### src/rtl/mac_row_engine.sv
// mac_row_engine: word-serial row pass R = A*b + Z + c0 over NUM_WORDS words.
// A and Z stream in least significant word first; NUM_WORDS+1 result words stream out,
// the last one being the final carry (flagged by r_last).
// Optional feature macro: MAC_CARRY_IN_EN adds the c_init port, which seeds the carry on start.
module mac_row_engine #(
    parameter int unsigned DATA_WIDTH = 32,
    parameter int unsigned NUM_WORDS  = 32
) (
    input  logic                  clk,
    input  logic                  reset,
    input  logic                  start,
    input  logic [DATA_WIDTH-1:0] b_in,
`ifdef MAC_CARRY_IN_EN
    input  logic [DATA_WIDTH-1:0] c_init,
`endif
    output logic                  busy,
    input  logic                  a_valid,
    output logic                  a_ready,
    input  logic [DATA_WIDTH-1:0] a_word,
    input  logic [DATA_WIDTH-1:0] z_word,
    output logic                  r_valid,
    input  logic                  r_ready,
    output logic [DATA_WIDTH-1:0] r_word,
    output logic                  r_last,
    output logic                  done
);

    localparam int unsigned W  = DATA_WIDTH;
    localparam int unsigned PW = 2 * DATA_WIDTH;
    localparam int unsigned CW = $clog2(NUM_WORDS + 1);

    localparam logic [CW-1:0] LAST_IDX = CW'(NUM_WORDS - 1);

    localparam logic [1:0] IDLE  = 2'd0;
    localparam logic [1:0] RUN   = 2'd1;
    localparam logic [1:0] CARRY = 2'd2;

    logic [1:0]    state;
    logic [1:0]    state_next;
    logic [W-1:0]  b_reg;
    logic [W-1:0]  carry_reg;
    logic [CW-1:0] count;
    logic [PW-1:0] p;

    logic start_acc;
    logic in_hs;
    logic out_hs;
    logic carry_load;
    logic done_next;

    // Full-width product-sum; (2^W-1)^2 + 2(2^W-1) fits exactly in 2W bits.
    assign p = PW'(a_word) * PW'(b_reg) + PW'(z_word) + PW'(carry_reg);

    assign busy = (state != IDLE);

    // State register
    always_ff @(posedge clk or posedge reset) begin
        if (reset) begin
            state <= IDLE;
        end else begin
            state <= state_next;
        end
    end

    // Next-state, input-ready and handshake decode
    always_comb begin
        state_next = state;
        a_ready    = 1'b0;
        start_acc  = 1'b0;
        in_hs      = 1'b0;
        carry_load = 1'b0;
        done_next  = 1'b0;
        out_hs     = r_valid && r_ready;
        case (state)
            IDLE: begin
                if (start) begin
                    start_acc  = 1'b1;
                    state_next = RUN;
                end
            end
            RUN: begin
                a_ready = !r_valid || r_ready;
                in_hs   = a_valid && (!r_valid || r_ready);
                if (in_hs && (count == LAST_IDX)) begin
                    state_next = CARRY;
                end
            end
            CARRY: begin
                // r_last marks that the carry word already sits in the output register
                carry_load = !r_last && (!r_valid || r_ready);
                if (out_hs && r_last) begin
                    done_next  = 1'b1;
                    state_next = IDLE;
                end
            end
            default: state_next = IDLE;
        endcase
    end

    // Operand capture, carry chain, word counter and output register
    always_ff @(posedge clk or posedge reset) begin
        if (reset) begin
            b_reg     <= '0;
            carry_reg <= '0;
            count     <= '0;
            r_word    <= '0;
            r_valid   <= 1'b0;
            r_last    <= 1'b0;
            done      <= 1'b0;
        end else begin
            done <= done_next;
            if (start_acc) begin
                b_reg <= b_in;
`ifdef MAC_CARRY_IN_EN
                carry_reg <= c_init;
`else
                carry_reg <= '0;
`endif
                count <= '0;
            end
            if (in_hs) begin
                r_word    <= p[W-1:0];
                carry_reg <= p[PW-1:W];
                r_valid   <= 1'b1;
                r_last    <= 1'b0;
                count     <= count + CW'(1);
            end else if (carry_load) begin
                r_word  <= carry_reg;
                r_valid <= 1'b1;
                r_last  <= 1'b1;
            end else if (out_hs) begin
                r_valid <= 1'b0;
                r_last  <= 1'b0;
            end
        end
    end

endmodule

### config.mk
export PLATFORM = sky130hd
export DESIGN_NAME = mac_row_engine
export DESIGN_NICKNAME = d
export VERILOG_FILES = /design/src/rtl/mac_row_engine.sv
export SDC_FILE = /design/constraint.sdc
export NUM_CORES = 2
export LEC_CHECK = 0
export CAP_MARGIN = 10
export CELL_PAD_IN_SITES_DETAIL_PLACEMENT = 1
export CELL_PAD_IN_SITES_GLOBAL_PLACEMENT = 1
export CORE_ASPECT_RATIO = 1.5
export CORE_MARGIN = 3
export CORE_UTILIZATION = 50
export CTS_CLUSTER_SIZE = 40
export DETAILED_ROUTE_END_ITERATION = 12
export PLACE_DENSITY_LB_ADDON = 0.1
export RECOVER_POWER = 100
export SLEW_MARGIN = 15
export SYNTH_ARGS = -nofsm -noshare
export SYNTH_HDL_FRONTEND = slang
export SYNTH_SLANG_ARGS = --single-unit
export TNS_END_PERCENT = 30
### constraint.sdc
create_clock -name clk -period 23.3 [get_ports clk]
set_clock_uncertainty 0.1 [all_clocks]
set_input_delay 3.495 -clock clk [delete_from_list [all_inputs] [get_ports clk]]
set_output_delay 3.495 -clock clk [all_outputs]
set_load 0.02 [all_outputs]
# ---- Word-level counts from Yosys, hierarchy flattened
# Index checks and enable logic that the tools add are counted.
dict set report totals {
  register_bits 107
  word_cells 53
}
dict set report classes {
  n_addsub 3
  multipliers 1
  eq_ne 6
  muxes 21
  n_reduce_logical 14
}
# op count
set ops {}
lappend ops {{adder 64 x 32 -> 64 bit} 2}
lappend ops {{two-way mux 32 bit} 4}
lappend ops {{multiplier 32 x 32 -> 64 bit} 1}
lappend ops {{two-way mux 6 bit} 2}
lappend ops {{two-way mux 1 bit} 11}
lappend ops {{adder 6 x 1 -> 6 bit (second input constant)} 1}
lappend ops {{== test 6 x 5 -> 1 bit (second input constant)} 1}
lappend ops {{two-way mux 2 bit} 3}
lappend ops {{!= test 2 bit (second input constant)} 3}
lappend ops {{case mux 2 bit (3 select lines)} 1}
lappend ops {{nonzero test 2 bit} 3}
lappend ops {{logical AND 1 bit} 5}
lappend ops {{AND reduction 3 bit} 1}
lappend ops {{nonzero test 3 bit} 1}
lappend ops {{== test 2 x 1 -> 1 bit (second input constant)} 1}
lappend ops {{== test 2 bit (second input constant)} 1}
lappend ops {{logical NOT 1 bit} 2}
lappend ops {{logical NOT 2 bit} 1}
lappend ops {{logical OR 1 bit} 1}

# ---- Depth between registers and ports, before layout
dict set report depth {
  word_depth 6
  ltp_mapped 30
  ltp_nobuf 28
}

# ---- Worst setup path before layout
# OpenSTA, ideal clock, no wires.
dict set report synth_timing {
  path_type {input to register}
  startpoint {in a_word[18]}
  endpoint {reg carry_reg[30]}
  setup_time_ns 0.122
  arrival_ns 10.182
  required_ns 23.078
  slack_ns 12.896
  cell_stages 26
  path_cell_list {clkbuf_1 nand2_1 fa_1 fa_1 fa_1 fa_1 inv_1 fa_1 inv_1 fa_1 inv_1 fa_1 inv_1 fa_1 inv_1 ha_1 buf_2 nand4_1 nor3_2 and4_1 o21ai_1 a211o_1 a211oi_2 o211ai_1 a21o_1 a32o_1}
}
dict set report synth_via {
  elab_chain_len 4
}
# item line
set synth_rtl {}
lappend synth_rtl {{from (decl)} 19} ;# input logic [DATA_WIDTH-1:0] a_word,
lappend synth_rtl {{multiplier 32 x 32 -> 64 bit} 52} ;# assign p = PW'(a_word) * PW'(b_reg) + PW'(z_word) + PW'(carry_reg);
lappend synth_rtl {{adder 64 x 32 -> 64 bit (2 in a row)} 52}
lappend synth_rtl {{two-way mux 32 bit} 121} ;# if (in_hs) begin
lappend synth_rtl {{to (signal assigned)} 123} ;# carry_reg <= p[PW-1:W];
lappend synth_rtl {{to (decl)} 41} ;# logic [W-1:0] carry_reg;
# Every way passes these cells.
# A chain may end at the register's enable or synchronous reset.

# ---- Final worst setup path
dict set report layout_timing {
  startpoint {in a_word[2]}
  endpoint {reg carry_reg[31]}
}
# The elaborated chain is that of the path after synthesis.

==> results.cfg <==
[clocking]
cts_made_buffers = 9
cts.sinks = 107
clk_pin_slew_worst_paths_ns = 0.08
clk_path_buf_depth = 2
clock_latency_ns = 0.43
htree_levels = 3
cts_resized = 0
clock-root-buffer = clkbuf_16
cts_hold_buf = 0
cts_setup_buffers = 0
cts_tree = done

[timing]
setup_violations = 0
fmax_ghz = 0.0780
hold_viol = 0
relSlewSlack_pct = -143
layout_min_cycle_time_ns = 12.81
tns_ns = 0
drv_slew = 292
rsz0062_at_grt = false
tightest_slew_ns = 3.63
fin_crit_sh_pct = 55.0

[hold_path]
min_path_type = reg -> reg

[synth]
ys_ff_latch = 107
ys_warn_count = 0
syn_area_mm2 = 0.0394
synth_cell_types = 70
synth.area.top_cells = fa_1 (49%), inv_1 (10%), ha_1 (8.8%)
seq_area_frac_synth_pct = 6.80
postSynthAreaPerCell_um2 = 9.09
post-synth-top-count-cell = inv_1
synth_edf_count = 0
synth_flop_cell = dfrtp_1
async_reset_ff_share_pct = 100
yosysTopAreaCell = fa_1
synth_top_area_share_pct = 48.8
synth_nets = 5665
synth_cells = 4328
synthTopCellsByCount = inv_1 (1065), fa_1 (959), nand2_1 (645)

[floorplan]
pin_count = 138
rows = 125
initial_core_util_pct = 50.6
core_mm2 = 0.0777
die_area_mm2 = 0.0822
die_y_um = 350
die_x_um = 235

[global_routing]
grt_start_max_net_pins = 67
grt_remaining_overflow = 0
antenna_found_initial = 2
grt_pass1_vias = 34700
grt_use_total_pct = 31.0
grt_pass1_wl_um = 196000

[place]
gp_congestion = 0.917
port_buffers = 137
dp_cells = 5312
place_area_mm2 = 0.0416
dp_hpwl_um = 99600

[drt]
dr.first_iter.drc_count = 1249
vias = 29200
via_per_inst = 5.48
wl_per_cell_um = 22.7
drcViolationCount = 0
drt_pre_antenna_iters = 5
detail-route-antenna-nets = 0
wl_um = 121000

[setup_path]
cp-end-kind = flip-flop
cp_slowest_stage_delay_ns = 1.53
crit_required_ns = 23.39
arrival_ns = 12.90
cp_common_cell = fa_1
cp_max_fo = 32
crit_path_start_kind = primary input
path_class = in -> reg
path_delay_family = adder cells
cp.buffers_inverters = 5
cp_slowest_cell = clkbuf_1

[layout]
area_growth_pct = 6.25
final_layout_size_suffix_gt1_share_pct = 2.92
stdcell_area_mm2 = 0.0418
fin_cells = 5329
fin_util_pct = 53.8
multi_input_area_mm2 = 0.0317
fillCellCount = 8992
regArea_mm2 = 0.00268
fin_nets = 5644

[run_status]
violations = max-capacitance violations, max-slew violations
outcome = complete, but fails checks

[job]
cap_violations = 6
[worst reg2reg max path: cells and delay by family, from the launching register on]
kind                     cells  cell delay, ns
AND/OR/NAND/NOR              5            1.35
adder cells (fa/ha/maj)      9            4.50
AO/OA/AOI/OAI                5            1.13
XOR/XNOR                     1            0.15
buffers and inverters        6            0.69
flip-flops                   1            0.71
[cell usage in the layout, fill, tap and decap left out, types with 8 or more instances in the layout]
cell type,n
a211oi_1,12
a21o_1,25
a21oi_1,85
a22oi_1,31
a31oi_1,12
and2_1,465
buf_4,60
clkbuf_16,9
clkdlybuf4s50_1,94
dfrtp_1,102
dlygate4sd3_1,41
fa_1,959
ha_1,277
inv_1,1064
mux2_2,32
nand2_1,645
nand2b_1,8
nand3_1,39
nand4_1,18
nor2_1,49
nor2b_1,10
nor3_1,13
o21ai_0,99
o21bai_1,11
xnor2_1,31
xor2_1,25
[through the flow]
stage / hold WS, ns / setup WS, ns
2_1_floorplan: 0.346 / 12.90
3_3_place_gp: 0.365 / 11.55
3_5_place_dp: 0.370 / 11.46
4_1_cts: 0.398 / 11.87
5_1_grt: 0.422 / 10.05
6_report: 0.391 / 10.49
[area by class of cell]
cell class	instances	share of cell area, %
Multi-Input combinational cell	2922	75.9
Timing Repair Buffer	202	4.38
Antenna cell	1	0.00598
Sequential cell	107	6.42
Tap cell	1016	3.04
Inverter	1065	9.56
Clock buffer	10	0.572
Clock inverter	6	0.150
[layer usage]
metal  global-route usage (%)  vias to the layer above  wire length [um]
met2                     57.9                      730             64900
li1                         -                    12500                 -
met5                        0                        -                 0
met4                     10.2                        0              4420
met1                     37.2                    15700             47300
met3                     3.42                      264              4520
[cells by family (layout without fill, tap and decap cells)]
kind of cell    after synthesis  after routing  synth area share, %
buf+inv                    1299           1283                 12.4
simple gates               1273           1273                 15.7
fa+ha+maj                  1236           1236                 57.6
compound gates              322            322                 5.19
flops                       107            107                 6.80
xor+xnor                     56             56                 1.25
mux                          35             35                0.992
other cells                   0              1                    0
[path summary, 6_finish.rpt]
| kind | cells after the start | slack (ns) | start | end |
|---|---|---|---|---|
| worst max-delay path | 25 | 10.49 | a_word[2] | carry_reg[31] |
| worst max register to register | 26 | 14.44 | b_reg[2] | carry_reg[31] |
| max in group asynchronous | 3 | 15.12 | reset | b_reg[27] |
| min in group asynchronous | 2 | 4.48 | reset | r_word[7] |
| worst min-delay path | 2 | 0.39 | r_word[1] | r_word[1] |
| worst min register to register | 2 | 0.39 | r_word[1] | r_word[1] |
Power is left out: the tool's default activity adds up to more than one toggle a clock period on the data nets, which glitch-free logic cannot reach.
